<file path="config.mk">
export PLATFORM = sky130hd
export DESIGN_NAME = rf_wb_controller
export DESIGN_NICKNAME = d
export VERILOG_FILES = /design/src/rtl/rf_wb_pkg.sv /design/src/rtl/rf_scoreboard.sv /design/src/rtl/rf_wb_controller.sv
export SDC_FILE = /design/constraint.sdc
export NUM_CORES = 1
export LEC_CHECK = 0
export CAP_MARGIN = 20
export CORE_ASPECT_RATIO = 1.2
export CORE_MARGIN = 2
export CORE_UTILIZATION = 45
export DETAILED_ROUTE_END_ITERATION = 8
export PLACE_DENSITY = 0.87
export SLEW_MARGIN = 20
export SYNTH_ARGS = -nofsm -noshare
export SYNTH_HDL_FRONTEND = slang
export SYNTH_SLANG_ARGS = --single-unit
</file>
<file path="constraint.sdc">
create_clock -name clk -period 3 [get_ports clk]
set_input_delay 0.3 -clock clk [delete_from_list [all_inputs] [get_ports clk]]
set_output_delay 0.3 -clock clk [all_outputs]
set_load 0.01 [all_outputs]
</file>
<file path="src/rtl/rf_wb_pkg.sv">
// Shared types and default sizing for the register-file write-back controller.
package rf_wb_pkg;

    localparam int DEF_WIDTH      = 32;
    localparam int DEF_SIZE       = 32;
    localparam int DEF_STARVE_MAX = 4;

    typedef enum logic [1:0] {GNT_NONE, GNT_ALU, GNT_LSU} grant_t;

endpackage

</file>
<file path="src/rtl/rf_scoreboard.sv">
// Per-register busy scoreboard: set on issue, clear on write-back (set wins); busy visible next cycle.
// issue_ready lookup is combinational and forced low while reset is asserted.
module rf_scoreboard
    import rf_wb_pkg::*;
#(
    parameter int SIZE = DEF_SIZE
) (
    input  logic                     clk,
    input  logic                     reset,
    input  logic                     set_en,
    input  logic [$clog2(SIZE)-1:0]  set_index,
    input  logic                     clr_en,
    input  logic [$clog2(SIZE)-1:0]  clr_index,
    input  logic [$clog2(SIZE)-1:0]  query_index,
    output logic                     query_ready,
    output logic [SIZE-1:0]          busy
);

    logic [SIZE-1:0] busy_nxt;

    // Set is applied after clear so a same-index collision leaves the bit set.
    always_comb begin
        busy_nxt = busy;
        if (clr_en) busy_nxt[clr_index] = 1'b0;
        if (set_en) busy_nxt[set_index] = 1'b1;
        busy_nxt[0] = 1'b0;
    end

    always_ff @(posedge clk or posedge reset) begin
        if (reset) busy <= '0;
        else       busy <= busy_nxt;
    end

    assign query_ready = !reset && ((query_index == '0) || !busy[query_index]);

endmodule

</file>
<file path="src/rtl/rf_wb_controller.sv">
// Arbitrates ALU/LSU results onto the single register-file write port; one-cycle registered write.
// LSU has priority unless the ALU has waited STARVE_MAX cycles; readies follow grants, low in reset.
module rf_wb_controller
    import rf_wb_pkg::*;
#(
    parameter int WIDTH      = DEF_WIDTH,
    parameter int SIZE       = DEF_SIZE,
    parameter int STARVE_MAX = DEF_STARVE_MAX
) (
    input  logic                     clk,
    input  logic                     reset,
    input  logic                     issue_valid,
    input  logic [$clog2(SIZE)-1:0]  issue_rd,
    output logic                     issue_ready,
    input  logic                     alu_valid,
    output logic                     alu_ready,
    input  logic [$clog2(SIZE)-1:0]  alu_index,
    input  logic [WIDTH-1:0]         alu_data,
    input  logic                     lsu_valid,
    output logic                     lsu_ready,
    input  logic [$clog2(SIZE)-1:0]  lsu_index,
    input  logic [WIDTH-1:0]         lsu_data,
    output logic                     wr_en,
    output logic [$clog2(SIZE)-1:0]  wr_index,
    output logic [WIDTH-1:0]         wr_data,
    output logic [SIZE-1:0]          busy
);

    localparam int IW = $clog2(SIZE);
    localparam int SW = $clog2(STARVE_MAX + 1);
    localparam logic [SW-1:0] STARVE_LIM = SW'(STARVE_MAX);

    grant_t          grant;
    logic [SW-1:0]   starve_cnt;
    logic [IW-1:0]   sel_index;
    logic [WIDTH-1:0] sel_data;
    logic            handshake;
    logic            do_write;
    logic            issue_set;

    always_comb begin
        grant = GNT_NONE;
        if (!reset) begin
            if (alu_valid && starve_cnt == STARVE_LIM) grant = GNT_ALU;
            else if (lsu_valid)                        grant = GNT_LSU;
            else if (alu_valid)                        grant = GNT_ALU;
        end
    end

    assign alu_ready = (grant == GNT_ALU);
    assign lsu_ready = (grant == GNT_LSU);
    assign handshake = (grant != GNT_NONE);
    assign sel_index = (grant == GNT_LSU) ? lsu_index : alu_index;
    assign sel_data  = (grant == GNT_LSU) ? lsu_data  : alu_data;
    // Index-0 results complete the handshake but never reach the register file.
    assign do_write  = handshake && (sel_index != '0);

    always_ff @(posedge clk or posedge reset) begin
        if (reset) begin
            starve_cnt <= '0;
        end else if (alu_valid && !alu_ready) begin
            if (starve_cnt != STARVE_LIM) starve_cnt <= starve_cnt + SW'(1);
        end else begin
            starve_cnt <= '0;
        end
    end

    always_ff @(posedge clk or posedge reset) begin
        if (reset) begin
            wr_en    <= 1'b0;
            wr_index <= '0;
            wr_data  <= '0;
        end else begin
            wr_en <= do_write;
            if (do_write) begin
                wr_index <= sel_index;
                wr_data  <= sel_data;
            end
        end
    end

    assign issue_set = issue_valid && issue_ready && (issue_rd != '0);

    rf_scoreboard #(.SIZE(SIZE)) u_scoreboard (
        .clk         (clk),
        .reset       (reset),
        .set_en      (issue_set),
        .set_index   (issue_rd),
        .clr_en      (do_write),
        .clr_index   (sel_index),
        .query_index (issue_rd),
        .query_ready (issue_ready),
        .busy        (busy)
    );

endmodule

</file>
==> flow_summary.yaml <==
critical_path:
  critPathKind: "in -> out"
  r2r_end: "wr_data[0]"
  worst_setup_path_end_kind: "output pin"
  reg2reg_slack_ns: 0.49
  cp_max_fo: 7
  crit_path_end: "issue_ready"
  r2r_cells: 8
  critPathArrivalTime_ns: 2.51
  cp_data_required_time_ns: 2.70
  rr_startpoint: "starve_cnt[0]"
  startpoint: "issue_rd[0]"
  cp-start-kind: "input port"
sta:
  setup_viol: 0
  hold_viol: 0
  fin_crit_sh: 0.937
  post-route-min-period_ns: 2.81
  fmax_ghz: 0.356
  drv_slew: 0
  relSlewSlack: 0.485
  layout_setup_ws_ns: 0.188
  rsz0062_at_grt: "false"
  finalSetupTns_ns: 0
  worst_pin_slew_ns: 0.768
  skew_ns: 0.00448
final_layout:
  layout-drive-gt1-share: 0.212
  insertedDiodeCount: 0
  final_nets: 588
  fillers: 674
  areaGrowthSynthToFinish_pct: 44.4
  finalNonFillerCells: 625
synth:
  synth_seq_cells: 72
  synth.largest_area_cell: "dfrtp_1"
  yosys-top-cells-area: "dfrtp_1 44%, mux2_2 11%, mux2_4 9.5%, o31ai_1 5.7%, o21ai_0 4.4%"
  synthTopCellsByCount: "72 x dfrtp_1, 40 x mux2_2, 36 x o21ai_0"
  synth.avg_cell_area_um2: 11.9
  synthCells: 346
  ys_types: 56
  synth_top_area_share: 0.437
  syn-cell-area_mm2: 0.00412
  yosys_most_used_dff: "dfrtp_1"
  yosysSeqAreaShare: 0.437
  yosys_warnings: 0
  synth_edf_count: 0
  synth.most_common_cell: "dfrtp_1"
  synthesis.nets: 432
  async_flop_share: 1.00
place:
  dp_worst_setup_slack_ns: 0.198
  io_buffer_count: 155
  place_inst: 611
  dp_hpwl_mm: 8.86
  globalplace.congestion: 0.888
clock_network:
  clk-insertion-delay-late_ns: 0.34
  cts.clk_slew.worst_paths_ns: 0.07
  cts_resized: 0
  ctsHoldBuffers: 0
  cts_max_path_buffers: 2
  cts_root_buffer: "clkbuf_8"
  cts_tree: "yes"
  clock-sinks: 72
  htree_num_levels: 3
  postCtsSetupBuffers: 0
  numCtsBuffers: 9
detailed_routing:
  top_layer: "met4"
  dr.pass1.iters: 6
  dr.first_iter.drc_count: 161
  wl_met3_um: 980
  vias: 3581
  route.detailed.drc: 0
  postRouteAntennaNets: 0
  viasPerCell: 5.73
  wirelength_mm: 11.5
  wl_met1_mm: 4.52
  drt-wirelength-per-cell_um: 18.4
  wl_met2_mm: 5.81
pwr:
  peakVddDrop_mv: 0.311
  power.density_mw_per_mm2: 495
  power_leakage_nw: 2.40
die:
  die_h_um: 109
  die_area_mm2: 0.00994
  die_width_um: 91.3
  ioPinCount: 157
  rows: 38
  start_util: 0.458
  core_area_mm2: 0.00899
grt:
  first_global_vias: 3669
  grtUsageTotal: 0.237
  overflow: 0
  grt_pass1_wl_mm: 18.4
  grt_max_degree: 42
  antenna_found_initial: 0
run_status:
  status: "completed"
run:
  drv_cap: 0
worst_hold_path:
  hp-class: "reg -> reg"
  min_path_cells: 1
## worst min-delay path by stage
stage / startpoint / endpoint / slack, ns
3_3_place_gp: wr_index[1] / wr_index[1] / 0.48
6_report: wr_index[1] / wr_index[1] / 0.49
3_5_place_dp: wr_index[1] / wr_index[1] / 0.48
2_1_floorplan: alu_valid / starve_cnt[1] / 0.44
5_1_grt: wr_index[1] / wr_index[1] / 0.52
4_1_cts: wr_index[1] / wr_index[1] / 0.50
## cells in the final DEF (no fill, tap or decap), drive strengths merged, types with 3 or more instances in the layout
master	netlist	routed
clkdlybuf4s50	0	155
dfrtp	72	72
nand2b	6	6
o31ai	31	31
a21oi	10	10
o21ai	40	40
mux2	66	66
clkbuf	9	13
nor3	3	3
nand2	7	7
nor4b	3	3
nand3	4	4
nand3b	4	4
nor2b	5	5
mux4	4	4
a31oi	4	4
mux2i	13	13
inv	6	5
a22o	3	3
buf	14	13
nor2	7	7
o22ai	4	4
## critical path: stages
cell and delay, ns:
clkdlybuf4s50_1 0.53, buf_4 0.18, mux4_2 0.51, a31oi_1 0.22, nand2_1 0.09, a21oi_1 0.12, clkdlybuf4s50_1 0.55
## cell families (layout without fill, tap and decap cells)
logic type                 count (synthesis)  in the layout  synth area share
muxes                                     83             83             0.258
buffers and inverters                     29            188            0.0425
adders and majority gates                  2              2           0.00607
DFF                                       72             72             0.437
and+or+nand+nor                           53             53            0.0793
other                                      1              1          0.000910
AOI/OAI and AO/OA                        106            106             0.176
## layout make-up
type                    instances  area, um^2  share of cell area
inverters                       6        26.3             0.00442
multi-input cells             245        2140               0.360
flip-flops and latches         72        1800               0.303
clock buffers                  13         149              0.0250
well taps                     120         150              0.0252
repair buffers                168        1670               0.281
clock inverters                 1        5.00            0.000841
## report_power, final
group	switching (mW)	internal (mW)
combinational	0.402	0.626
sequential	0.134	1.14
clock	0.330	0.313
total	0.866	2.08
## sequential cells by signal, indices dropped and copies added, names as in the netlist
signal             flops
wr_data               32
u_scoreboard.busy     31
wr_index               5
starve_cnt             3
wr_en                  1
## through the flow
step	hold WS, ns	util	instance area [um^2]	total power, mW
floorplan	0.438	-	4120	1.74
global placement	0.480	0.645	5790	2.27
detailed placement	0.476	0.645	5790	2.31
CTS	0.497	0.662	5950	2.97
global route	0.521	0.662	5950	3.07
finish	0.489	0.662	5950	2.94
## routing by layer
metal / vias up / GRT usage
met2: 183 / 0.421
met5: - / 0
li1: 1616 / -
met4: 0 / 0.0996
met1: 1765 / 0.273
met3: 17 / 0.0615
Power figures use the tool's default switching activity.
